[src/rtl/seg7_scan_driver.sv]
// Multiplexed 8-digit common-anode 7-segment driver fed by a one-hot ring counter.
// Define HEX_DIGITS_EN to decode digit values A-F; otherwise they show blank segments.
module seg7_scan_driver #(
    parameter int BLANK_CYCLES = 4,
    parameter int ERR_CYCLES   = 16
) (
    input  logic        clk,
    input  logic        rst,
    input  logic [7:0]  ring,
    input  logic [31:0] digits,
    input  logic [7:0]  dp,
    output logic [7:0]  an,
    output logic [6:0]  seg,
    output logic        dp_n,
    output logic [2:0]  digit_idx,
    output logic        err
);

    localparam int BW = (BLANK_CYCLES > 1) ? $clog2(BLANK_CYCLES) : 1;
    localparam int IW = (ERR_CYCLES > 1) ? $clog2(ERR_CYCLES) : 1;
    localparam logic [BW-1:0] BRELOAD = BW'(BLANK_CYCLES - 1);
    localparam logic [IW-1:0] IMAX    = IW'(ERR_CYCLES - 1);

    typedef enum logic [1:0] {IDLE, BLANK, SHOW, FAULT} state_t;

    state_t        state, state_n;
    logic [7:0]    ring_q;
    logic [BW-1:0] bcnt, bcnt_n;
    logic [IW-1:0] icnt, icnt_n;

    logic          change, valid, fault_hit;
    logic [3:0]    ones;
    logic [2:0]    idx;
    logic [3:0]    nib;

    logic [7:0]    an_n;
    logic [6:0]    seg_n;
    logic          dpn_n;
    logic [2:0]    idx_n;
    logic          err_n;

    function automatic logic [6:0] decode(input logic [3:0] v);
        case (v)
            4'h0: decode = 7'b1000000;
            4'h1: decode = 7'b1111001;
            4'h2: decode = 7'b0100100;
            4'h3: decode = 7'b0110000;
            4'h4: decode = 7'b0011001;
            4'h5: decode = 7'b0010010;
            4'h6: decode = 7'b0000010;
            4'h7: decode = 7'b1111000;
            4'h8: decode = 7'b0000000;
            4'h9: decode = 7'b0010000;
`ifdef HEX_DIGITS_EN
            4'hA: decode = 7'b0001000;
            4'hB: decode = 7'b0000011;
            4'hC: decode = 7'b1000110;
            4'hD: decode = 7'b0100001;
            4'hE: decode = 7'b0000110;
            4'hF: decode = 7'b0001110;
`endif
            default: decode = 7'h7F;
        endcase
    endfunction

    always_comb begin
        ones = '0;
        idx  = '0;
        for (int unsigned i = 0; i < 8; i++) begin
            ones = ones + {3'b000, ring_q[i]};
            if (ring_q[i]) idx = 3'(i);
        end
        valid     = (ones == 4'd1);
        change    = (ring != ring_q);
        fault_hit = !valid && (icnt == IMAX);
        nib       = digits[{idx, 2'b00} +: 4];
    end

    // Invalid counter saturates so FAULT is held until a valid ring_q appears.
    always_comb begin
        state_n = state;
        bcnt_n  = bcnt;
        if (valid)             icnt_n = '0;
        else if (icnt == IMAX) icnt_n = icnt;
        else                   icnt_n = icnt + 1'b1;

        case (state)
            IDLE: begin
                if (fault_hit) state_n = FAULT;
                else if (change) begin
                    state_n = BLANK;
                    bcnt_n  = BRELOAD;
                end
            end
            BLANK: begin
                if (fault_hit)               state_n = FAULT;
                else if (change || !valid)   bcnt_n  = BRELOAD;
                else if (bcnt == '0)         state_n = SHOW;
                else                         bcnt_n  = bcnt - 1'b1;
            end
            SHOW: begin
                if (fault_hit) state_n = FAULT;
                else if (change) begin
                    state_n = BLANK;
                    bcnt_n  = BRELOAD;
                end
            end
            FAULT: begin
                if (valid) begin
                    state_n = BLANK;
                    bcnt_n  = BRELOAD;
                end
            end
            default: state_n = IDLE;
        endcase
    end

    // Outputs follow the next state so they land on the same edge as the transition.
    always_comb begin
        an_n  = '1;
        seg_n = '1;
        dpn_n = 1'b1;
        idx_n = '0;
        if (state_n == SHOW) begin
            an_n  = ~ring_q;
            idx_n = idx;
            seg_n = decode(nib);
            dpn_n = ~dp[idx];
        end
        err_n = (state_n == FAULT);
    end

    always_ff @(posedge clk) begin
        if (rst) begin
            state     <= IDLE;
            ring_q    <= '0;
            bcnt      <= '0;
            icnt      <= '0;
            an        <= '1;
            seg       <= '1;
            dp_n      <= 1'b1;
            digit_idx <= '0;
            err       <= 1'b0;
        end else begin
            state     <= state_n;
            ring_q    <= ring;
            bcnt      <= bcnt_n;
            icnt      <= icnt_n;
            an        <= an_n;
            seg       <= seg_n;
            dp_n      <= dpn_n;
            digit_idx <= idx_n;
            err       <= err_n;
        end
    end

endmodule
[config.mk]
export PLATFORM = sky130hd
export DESIGN_NAME = seg7_scan_driver
export DESIGN_NICKNAME = d
export VERILOG_FILES = /design/src/rtl/seg7_scan_driver.sv
export SDC_FILE = /design/constraint.sdc
export NUM_CORES = 1
export LEC_CHECK = 0
export ABC_AREA = 1
export CAP_MARGIN = 40
export CELL_PAD_IN_SITES_DETAIL_PLACEMENT = 1
export CELL_PAD_IN_SITES_GLOBAL_PLACEMENT = 1
export CORE_UTILIZATION = 43
export DETAILED_ROUTE_END_ITERATION = 12
export DONT_BUFFER_PORTS = 1
export PLACE_DENSITY_LB_ADDON = 0.1
export REMOVE_ABC_BUFFERS = 1
export SLEW_MARGIN = 5
export SYNTH_ARGS = -nofsm -noshare
export SYNTH_HDL_FRONTEND = slang
export SYNTH_SLANG_ARGS = --single-unit
[constraint.sdc]
create_clock -name clk -period 4 [get_ports clk]
set_input_delay 0.4 -clock clk [delete_from_list [all_inputs] [get_ports clk]]
set_output_delay 0.4 -clock clk [all_outputs]
set_load 0.05 [all_outputs]
==> impl_metrics.json <==
{
  "status": "finished, final reports clean",
  "worst_slew_pin_slew_ns": 0.521,
  "critPathMaxFanout": 15,
  "relSlewSlack": 0.653,
  "hold_class": "input port to register",
  "clock.fmax_ghz": 0.264,
  "coreArea_um2": 4820,
  "antenna_found_initial": 0,
  "die_x_um": 73.6,
  "finalHoldViolations": 0,
  "hold_buffers": 0,
  "p_sw_frac": 0.350,
  "pwr-share-comb": 0.285,
  "period_share": 0.948,
  "worstSetupEndpointType": "register",
  "clk_latency_ns": 0.28,
  "drt-wirelength-per-cell_um": 13.8,
  "syn-instance-count": 327,
  "min_from": "rst",
  "p_clk_frac": 0.276,
  "synth_area_per_cell_um2": 6.73,
  "crit_arrival_ns": 3.95,
  "track_usage": 0.214,
  "antenna_cells": 0,
  "finClkSkew_ns": 0.00598,
  "die_area_um2": 5410,
  "ctsRootBufferMaster": "clkbuf_8",
  "synth_seq_area_share": 0.327,
  "layout_commonest_cell": "nand2_1",
  "slew_violations": 0,
  "synth_edf_count": 0,
  "area_growth_pct": 6.76,
  "min_to": "ring_q[1]",
  "drc": 0,
  "fin_nets": 392,
  "p_sw_mw": 0.329,
  "grt_pass1_vias": 1991,
  "io_pins": 70,
  "drive_gt1_frac": 0.0942,
  "synth_mux_area_frac": 0,
  "cts_max_level": 2,
  "cts_tree": "built",
  "grt_pass1_wl_um": 8820,
  "cts_buffers": 5,
  "final_antenna_net_count": 0,
  "layout_common_cells": "94 x nand2_1, 50 x inv_1, 49 x nand3_1",
  "multi_input_comb_area_um2": 1220,
  "start_util": 0.457,
  "power.internal_mw": 0.612,
  "cp.required_ns": 4.15,
  "ys_ff_latch": 36,
  "synth_xor_area_frac": 0.0239,
  "overflow": 0,
  "hpwl_um": 4360,
  "leakage_nw": 1.18,
  "async_flop_share": 0,
  "worst-setup-path-type": "register to register",
  "synth_compound_area_frac": 0.0256,
  "gp_congestion": 0.899,
  "setup_viol": 0,
  "yosysTopAreaCellShare": 0.327,
  "critPathLaunch": "ring_q[0]",
  "via_count": 1996,
  "clock_sinks": 36,
  "synth-simple-area-share": 0.409,
  "drtIter0Drc": 93,
  "min_period_ns": 3.79,
  "seqPwrFrac": 0.439,
  "n_fill_cell": 647,
  "portBuffers": 0,
  "cp_slowest_cell": "fa_1",
  "seq_area_um2": 722,
  "synthAdderAreaFrac": 0.0932,
  "synth_top_family_by_area": "simple AND/OR/NAND/NOR gates",
  "r2r_start": "ring_q[0]",
  "drv_cap": 0,
  "holdPathStages": 1,
  "syn_area_um2": 2200,
  "cp_cell_sequence": "inv_1 -> fa_1 -> fa_1 -> fa_1 -> inv_1 -> ha_1 -> inv_1 -> fa_1 -> o211ai_1 -> a21oi_2 -> nor2_1 -> inv_1 -> nand2_2 -> nor2_4 -> nand3_4 -> inv_8 -> nand3_1",
  "power_density_nw_per_um2": 401,
  "clockBufferDepth": 2,
  "clkTransAtPathRegs_ns": 0.07,
  "worst_path_largest_cell_delay_ns": 0.55,
  "ys_types": 29,
  "synth_top_area_cell": "dfxtp_1",
  "start_kind": "register",
  "synth-main-ff-cell": "dfxtp_1",
  "r2r_cells": 17,
  "finalSetupTns_ns": 0,
  "grt_max_degree": 22,
  "routed_wl_um": 5480,
  "yosysWarnings": 0,
  "timing.rr.end": "seg[5]",
  "synth_area_leaders": "dfxtp_1 33%, nand2_1 16%, nand3_1 11%",
  "grt_setup_unrepaired": "false",
  "ir_drop_mv": 0.205,
  "reg2reg_slack_ns": 0.21,
  "fin_total_pwr_mw": 0.942,
  "drt-vias-per-instance": 5.04,
  "die_h_um": 73.6,
  "first_pass_iters": 4,
  "num_rows": 25
}
synthesized netlist by cell type, types with 2 or more instances:
cell and count:
nand4_1 4, clkbuf_1 2, nand3_2 2, nand2_1 94, nand2_2 6, a21oi_1 5, nand3b_1 8, o21ai_1 2
fa_1 4, xnor2_1 2, dfxtp_1 36, ha_1 10, buf_4 2, nor2_4 2, inv_1 50, nand3_1 49
xor2_1 4, nor2_1 26, inv_2 8, buf_2 2
repair_timing:
| item | CTS | global route |
|---|---|---|
| endpoints found under the setup margin | 0 | 18 |
| resized for setup | 0 | 5 |
| setup buffers | 0 | 0 |
kinds of logic after synthesis:
logic type,after synthesis
simple gates,195
buf+inv,66
fa+ha+maj,14
xor+xnor,6
compound gates,10
flops,36
worst max-delay path, delay by kind of cell (launching register included):
kind	cells	cell delay, ns
flip-flops	1	0.36
AO/OA/AOI/OAI	2	0.28
adder cells (fa/ha/maj)	5	2.04
AND/OR/NAND/NOR	5	0.56
buffers and inverters	5	0.40
layer usage:
| metal | up-vias | wire length (µm) | share of wire | GRT usage |
|---|---|---|---|---|
| met5 | - | 0 | 0 | 0 |
| li1 | 1011 | - | - | - |
| met2 | 51 | 2760 | 0.50 | 0.405 |
| met1 | 925 | 2390 | 0.44 | 0.237 |
| met3 | 9 | 252 | 0.046 | 0.0453 |
| met4 | 0 | 68 | 0.012 | 0.0641 |
through the flow:
step                hold WS, ns  area (µm²)   util  setup WS [ns]  std cells
finish                    0.168        2350  0.488          0.207        396
global route              0.163        2350  0.488        0.00583        396
CTS                       0.170        2340  0.486         0.0161        396
detailed placement        0.403        2250  0.467         0.0280        388
global placement          0.399        2250  0.467          0.236        388
floorplan                 0.391        2160      -          0.422        320
cell type report:
type / instances / share of cell area
multi-input cells: 225 / 0.518
inverters: 59 / 0.0974
flip-flops and latches: 36 / 0.307
well taps: 67 / 0.0357
clock buffers: 8 / 0.0383
repair buffers: 1 / 0.00319
registers in the layout, summed over array words and instances (netlist names), 2 cells and up:
signal,flops
ring_q,8
bcnt,2
icnt,4
an,8
digit_idx,3
state,2
seg,7
power by group through the flow:
stage	combinational (mW)	clock [mW]	sequential, mW
after floorplan	0.205	0	0.418
after global placement	0.255	0	0.422
after detailed placement	0.265	0	0.422
after CTS	0.268	0.267	0.414
after global routing	0.308	0.279	0.416
final	0.268	0.260	0.414
worst max-delay path by stage:
stage | to | slack [ns] | cells past startpoint
after floorplan | seg[2] | 0.42 | 17
after global placement | seg[3] | 0.24 | 16
after detailed placement | seg[3] | 0.03 | 16
after CTS | seg[5] | 0.02 | 16
after global routing | seg[5] | 0.006 | 17
final | seg[5] | 0.21 | 17
(Power assumes the default switching activity.)
